**config.mk**
```make
export PLATFORM = sky130hd
export DESIGN_NAME = mem_port_arbiter
export DESIGN_NICKNAME = d
export VERILOG_FILES = /design/src/rtl/mem_port_arbiter.sv
export SDC_FILE = /design/constraint.sdc
export NUM_CORES = 1
export LEC_CHECK = 0
export ABC_AREA = 1
export CORE_ASPECT_RATIO = 2
export CORE_MARGIN = 2
export CORE_UTILIZATION = 35
export DETAILED_ROUTE_END_ITERATION = 8
export GPL_ROUTABILITY_DRIVEN = 0
export GPL_TIMING_DRIVEN = 0
export PLACE_DENSITY = 0.82
export SYNTH_ARGS = -nofsm -noshare
export SYNTH_HDL_FRONTEND = slang
export SYNTH_SLANG_ARGS = --single-unit
```
**constraint.sdc**
```tcl
create_clock -name clk -period 1.9 [get_ports clk]
set_clock_uncertainty 0.05 [all_clocks]
set_input_delay 0.285 -clock clk [delete_from_list [all_inputs] [get_ports clk]]
set_output_delay 0.285 -clock clk [all_outputs]
set_load 0.005 [all_outputs]
```
**src/rtl/mem_port_arbiter.sv**
```systemverilog
// mem_port_arbiter
//    Shares the single-port system RAM between two requesters: port 0 (the
//    CPU MAR/MDR path) and port 1 (boot loader / DMA). Exactly one access is in
//    flight at a time. Grants are round-robin, or fixed priority to port 0 when
//    FIXED_PRI is set. Read data comes back with a one-cycle valid strobe to the
//    port that issued the read.
//
// Ports
//    clk, reset            system clock, asynchronous active-high reset
//    pN_req                port N access request (level, held until pN_gnt)
//    pN_we                 port N: 1 = write, 0 = read
//    pN_addr, pN_wdata     port N word address and write data
//    pN_gnt                one-cycle pulse: port N's access is being issued
//    pN_rvalid             one-cycle pulse: pN_rdata holds port N's read data
//    pN_rdata              RAM read data, meaningful only with pN_rvalid
//    mem_address/mem_data  registered RAM address and write data
//    mem_rden/mem_wren     registered RAM enables, never both high
//    mem_q                 RAM read data
//    busy                  high whenever an access is in progress
module mem_port_arbiter #(
   parameter int ADDR_W    = 9,
   parameter int DATA_W    = 32,
   parameter int RD_LAT    = 1,
   parameter int FIXED_PRI = 0
) (
   input  logic              clk,
   input  logic              reset,
   input  logic              p0_req,
   input  logic              p0_we,
   input  logic [ADDR_W-1:0] p0_addr,
   input  logic [DATA_W-1:0] p0_wdata,
   output logic              p0_gnt,
   output logic              p0_rvalid,
   output logic [DATA_W-1:0] p0_rdata,
   input  logic              p1_req,
   input  logic              p1_we,
   input  logic [ADDR_W-1:0] p1_addr,
   input  logic [DATA_W-1:0] p1_wdata,
   output logic              p1_gnt,
   output logic              p1_rvalid,
   output logic [DATA_W-1:0] p1_rdata,
   output logic [ADDR_W-1:0] mem_address,
   output logic [DATA_W-1:0] mem_data,
   output logic              mem_rden,
   output logic              mem_wren,
   input  logic [DATA_W-1:0] mem_q,
   output logic              busy
);

   localparam int CNT_W = (RD_LAT > 1) ? $clog2(RD_LAT) : 1;
   localparam logic [CNT_W-1:0] LAST_CNT = CNT_W'(RD_LAT - 1);

   typedef enum logic [1:0] {
      IDLE,
      ACCESS,
      RDWAIT
   } state_t;

   state_t            state, state_nxt;
   logic              owner, owner_nxt;
   logic              last_gnt, last_gnt_nxt;
   logic [CNT_W-1:0]  cnt, cnt_nxt;
   logic [ADDR_W-1:0] addr_nxt;
   logic [DATA_W-1:0] data_nxt;
   logic              rden_nxt, wren_nxt;
   logic              gnt0_nxt, gnt1_nxt;
   logic              win;
   logic              win_we;
   logic              rd_done;

   // The last RDWAIT cycle is when the RAM output holds the owner's word.
   assign rd_done   = (state == RDWAIT) && (cnt == LAST_CNT);
   assign p0_rvalid = rd_done && !owner;
   assign p1_rvalid = rd_done && owner;
   assign p0_rdata  = mem_q;
   assign p1_rdata  = mem_q;
   assign busy      = (state != IDLE);

   // Next-state and next-output logic. Requests are only looked at in IDLE; the
   // winner's address, data and enable are captured here so the RAM pins are
   // driven straight from flops during ACCESS. mem_wren doubles as the "this
   // access was a write" flag when leaving ACCESS. On a tie in round-robin mode
   // the port that did not win last time is chosen.
   always_comb begin
      state_nxt    = state;
      owner_nxt    = owner;
      last_gnt_nxt = last_gnt;
      cnt_nxt      = cnt;
      addr_nxt     = mem_address;
      data_nxt     = mem_data;
      rden_nxt     = 1'b0;
      wren_nxt     = 1'b0;
      gnt0_nxt     = 1'b0;
      gnt1_nxt     = 1'b0;
      win          = 1'b0;
      win_we       = 1'b0;
      case (state)
         IDLE: begin
            if (p0_req || p1_req) begin
               if (p0_req && p1_req) begin
                  win = (FIXED_PRI != 0) ? 1'b0 : ~last_gnt;
               end else begin
                  win = p1_req;
               end
               win_we       = win ? p1_we : p0_we;
               owner_nxt    = win;
               last_gnt_nxt = win;
               addr_nxt     = win ? p1_addr : p0_addr;
               data_nxt     = win ? p1_wdata : p0_wdata;
               rden_nxt     = !win_we;
               wren_nxt     = win_we;
               gnt0_nxt     = !win;
               gnt1_nxt     = win;
               state_nxt    = ACCESS;
            end
         end
         ACCESS: begin
            cnt_nxt   = '0;
            state_nxt = mem_wren ? IDLE : RDWAIT;
         end
         RDWAIT: begin
            if (cnt == LAST_CNT) begin
               state_nxt = IDLE;
            end else begin
               cnt_nxt = cnt + 1'b1;
            end
         end
         default: state_nxt = IDLE;
      endcase
   end

   // State and RAM-pin registers. Reset clears the enables asynchronously so an
   // access caught mid-flight is abandoned, and points the last grant at port 1
   // so port 0 wins the first tie.
   always_ff @(posedge clk or posedge reset) begin
      if (reset) begin
         state       <= IDLE;
         owner       <= 1'b0;
         last_gnt    <= 1'b1;
         cnt         <= '0;
         mem_address <= '0;
         mem_data    <= '0;
         mem_rden    <= 1'b0;
         mem_wren    <= 1'b0;
         p0_gnt      <= 1'b0;
         p1_gnt      <= 1'b0;
      end else begin
         state       <= state_nxt;
         owner       <= owner_nxt;
         last_gnt    <= last_gnt_nxt;
         cnt         <= cnt_nxt;
         mem_address <= addr_nxt;
         mem_data    <= data_nxt;
         mem_rden    <= rden_nxt;
         mem_wren    <= wren_nxt;
         p0_gnt      <= gnt0_nxt;
         p1_gnt      <= gnt1_nxt;
      end
   end

endmodule
```
==> results of run 1 <==
## through the flow
stage                     utilization (%)  total power, mW  setup WS (ns)  hold slack [ns]  std cells
after floorplan                         -             3.29          0.394            0.360        408
after global placement               60.3             4.95         -0.625            0.372        706
after detailed placement             60.6             5.05         0.0343            0.387        707
after CTS                            62.4             6.02          0.126            0.293        715
after global routing                 62.4             6.39         0.0742            0.324        715
final                                62.4             5.93          0.144            0.282        715
## kinds of logic after synthesis
| family | Yosys count | share of synthesized area [%] |
|---|---|---|
| DFF | 49 | 39.5 |
| buffers and inverters | 131 | 25.6 |
| AOI/OAI and AO/OA | 2 | 0.321 |
| and+or+nand+nor | 226 | 34.6 |
## worst paths after layout
check | cells past startpoint | slack, ns | startpoint | to
worst max-delay path | 3 | 0.14 | state[0] | busy
worst min-delay path | 2 | 0.28 | reset | mem_data[30]
worst max register to register | 6 | 0.42 | last_gnt | mem_data[7]
worst min register to register | 1 | 0.39 | mem_wren | state[1]
max in group asynchronous | 3 | 0.92 | reset | last_gnt
min in group clk | 5 | 0.36 | p1_req | mem_data[16]
## where the power goes
group | internal [mW] | switching (mW)
registers | 1.57 | 0.277
clock network | 0.558 | 0.384
logic | 1.75 | 1.39
total | 3.88 | 2.05
## sequential cells by signal (all words and copies together), names as in the netlist
| signal | cells |
|---|---|
| mem_data | 32 |
| mem_address | 9 |
| state | 2 |
| last_gnt | 1 |
| mem_rden | 1 |
| mem_wren | 1 |
| owner | 1 |
| p0_gnt | 1 |
| p1_gnt | 1 |
## layer usage
metal | track usage, % | vias to the layer above
li1 | - | 1600
met2 | 41.0 | 201
met5 | 0 | -
met4 | 8.60 | 0
met3 | 5.19 | 20
met1 | 19.5 | 1489
## worst max-delay path, cell delays in order, from the launching register on
cell	delay, ns
dfrtp_1	0.36
inv_1	0.07
nand2_2	0.15
clkdlybuf4s50_1	0.56
## synth_stat cells, drive strengths merged
| master | number |
|---|---|
| buf | 79 |
| clkbuf | 6 |
| dfrtp | 48 |
| dfstp | 1 |
| inv | 46 |
| nand2 | 138 |
| nand3 | 41 |
| nand3b | 38 |
| nor2 | 6 |
| nor3 | 3 |
| o21ai | 2 |
## cell type report
type                       instances  area share, %
buffer                            85           11.5
clock buffer                       7           2.83
clock inverter                     1         0.0928
inverter                          46           3.25
multi-input combinational        228           20.2
sequential                        49           22.8
tap                              100           2.32
timing repair buffer             199           37.1
==> qor.csv, run 1 <==
stage,metric,value,unit
clock_network,ctsHoldBuffers,0,
detailed_routing,vias,3310,
critical_path,crit_arrival,1.42,ns
global_routing,grt_pass1_vias,3370,
clock_network,h-tree-depth,2,
clock_network,ctsLongestPathBuffers,2,
global_routing,grt_max_degree,32,
die,std_cell_rows,48,
clock_network,cts_tree,built,
global_routing,grt_overflow,0,
synthesis,postSynthCellCount,408,
clock_network,clockRootBuffer,clkbuf_16,
cells_and_area,fin_nets,734,
sta,slew_headroom,70.1,%
detailed_routing,ant_nets,0,
detailed_routing,m1WireLength,3.29,mm
synthesis,synth_cell_type_count,18,
die,die_x,70.7,µm
detailed_routing,dr_wl_met3,958,µm
die,start_util,36.0,%
critical_path,cp-end-kind,primary output,
place,dp_hpwl,8.43,mm
detailed_routing,drtPass1Iterations,4,
detailed_routing,routedWlPerCell,14.1,µm
detailed_routing,wl_met2,5.54,mm
critical_path,worstPathMaxFanout,3,
clock_network,cts_setup_buffers,0,
synthesis,synth_nets,528,
cells_and_area,multi_input_area,1090,µm²
cells_and_area,regArea,1230,µm²
cells_and_area,diodes,0,
power,powerDensity,1100,nW/µm²
cells_and_area,layout_commonest_cell,clkdlybuf4s50_1,
detailed_routing,wl,10.1,mm
run,max_cap_violations,0,
sta,finalCritPeriodShare,92.4,%
cells_and_area,drive_gt1_share,15.6,%
clock_network,clock_latency,0.29,ns
synthesis,ys_top_cells_by_area,"dfrtp_1 (39%), buf_4 (17%), nand2_1 (16%)",
sta,period_needed,1.76,ns
synthesis,synth-seq-cells,49,
synthesis,yosysWarnings,0,
clock_network,cts_buffers,5,
worst_hold_path,hold_path.class,in2async,
global_routing,grt_use_total,20.6,%
clock_network,clk_pin_slew,0.07,ns
detailed_routing,top_layer_used,met4,
critical_path,crit_required,1.56,ns
clock_network,cts_resized,0,
synthesis,synth_top_area_cell,dfrtp_1,
die,die-height,137,µm
sta,final_max_slew_viol_count,0,
cells_and_area,fill_cells,781,
synthesis,synth.top_cell.area_share,38.6,%
sta,fin_tns_setup,0,ns
die,dieArea,9700,µm²
power,p_leak,2.67,nW
synthesis,yosysSeqAreaShare,39.5,%
sta,finalHoldViolCount,0,
critical_path,path_class,reg2out,
synthesis,synth_area,3110,µm²
detailed_routing,drt-vias-per-instance,4.63,
place,port_buffers,198,
global_routing,antenna_found_initial,0,
cells_and_area,layout_common_cells,"clkdlybuf4s50_1 (198), nand2_1 (135), buf_4 (71)",
cells_and_area,design_area,5400,µm²
detailed_routing,drt_iter0_drc,83,
place,place_area,5240,µm²
synthesis,syn_area_per_cell,7.62,µm²
detailed_routing,drt_drc_violations_left,0,
global_routing,grt_pass1_wl,15.8,mm
die,io_pins,232,
clock_network,cts_sinks,49,
outcome,status,completed,
sta,finalSetupViolCount,0,
cells_and_area,area_growth,73.5,%
die,core-area,8650,µm²
sta,rsz0062_at_grt,false,
sta,tightest_slew,0.449,ns
sta,clock.fmax,570,MHz
critical_path,start_kind,flip-flop,
power,irDropWorstVdd,0.570,mV
Note: power is estimated with default switching activity, not from simulation.
==> run 2: changes to the inputs <==
CAP_MARGIN = 20   (was unset)
==> results of run 2 <==
Same layout as run 1: the final DEF is identical, and so are final timing and power.
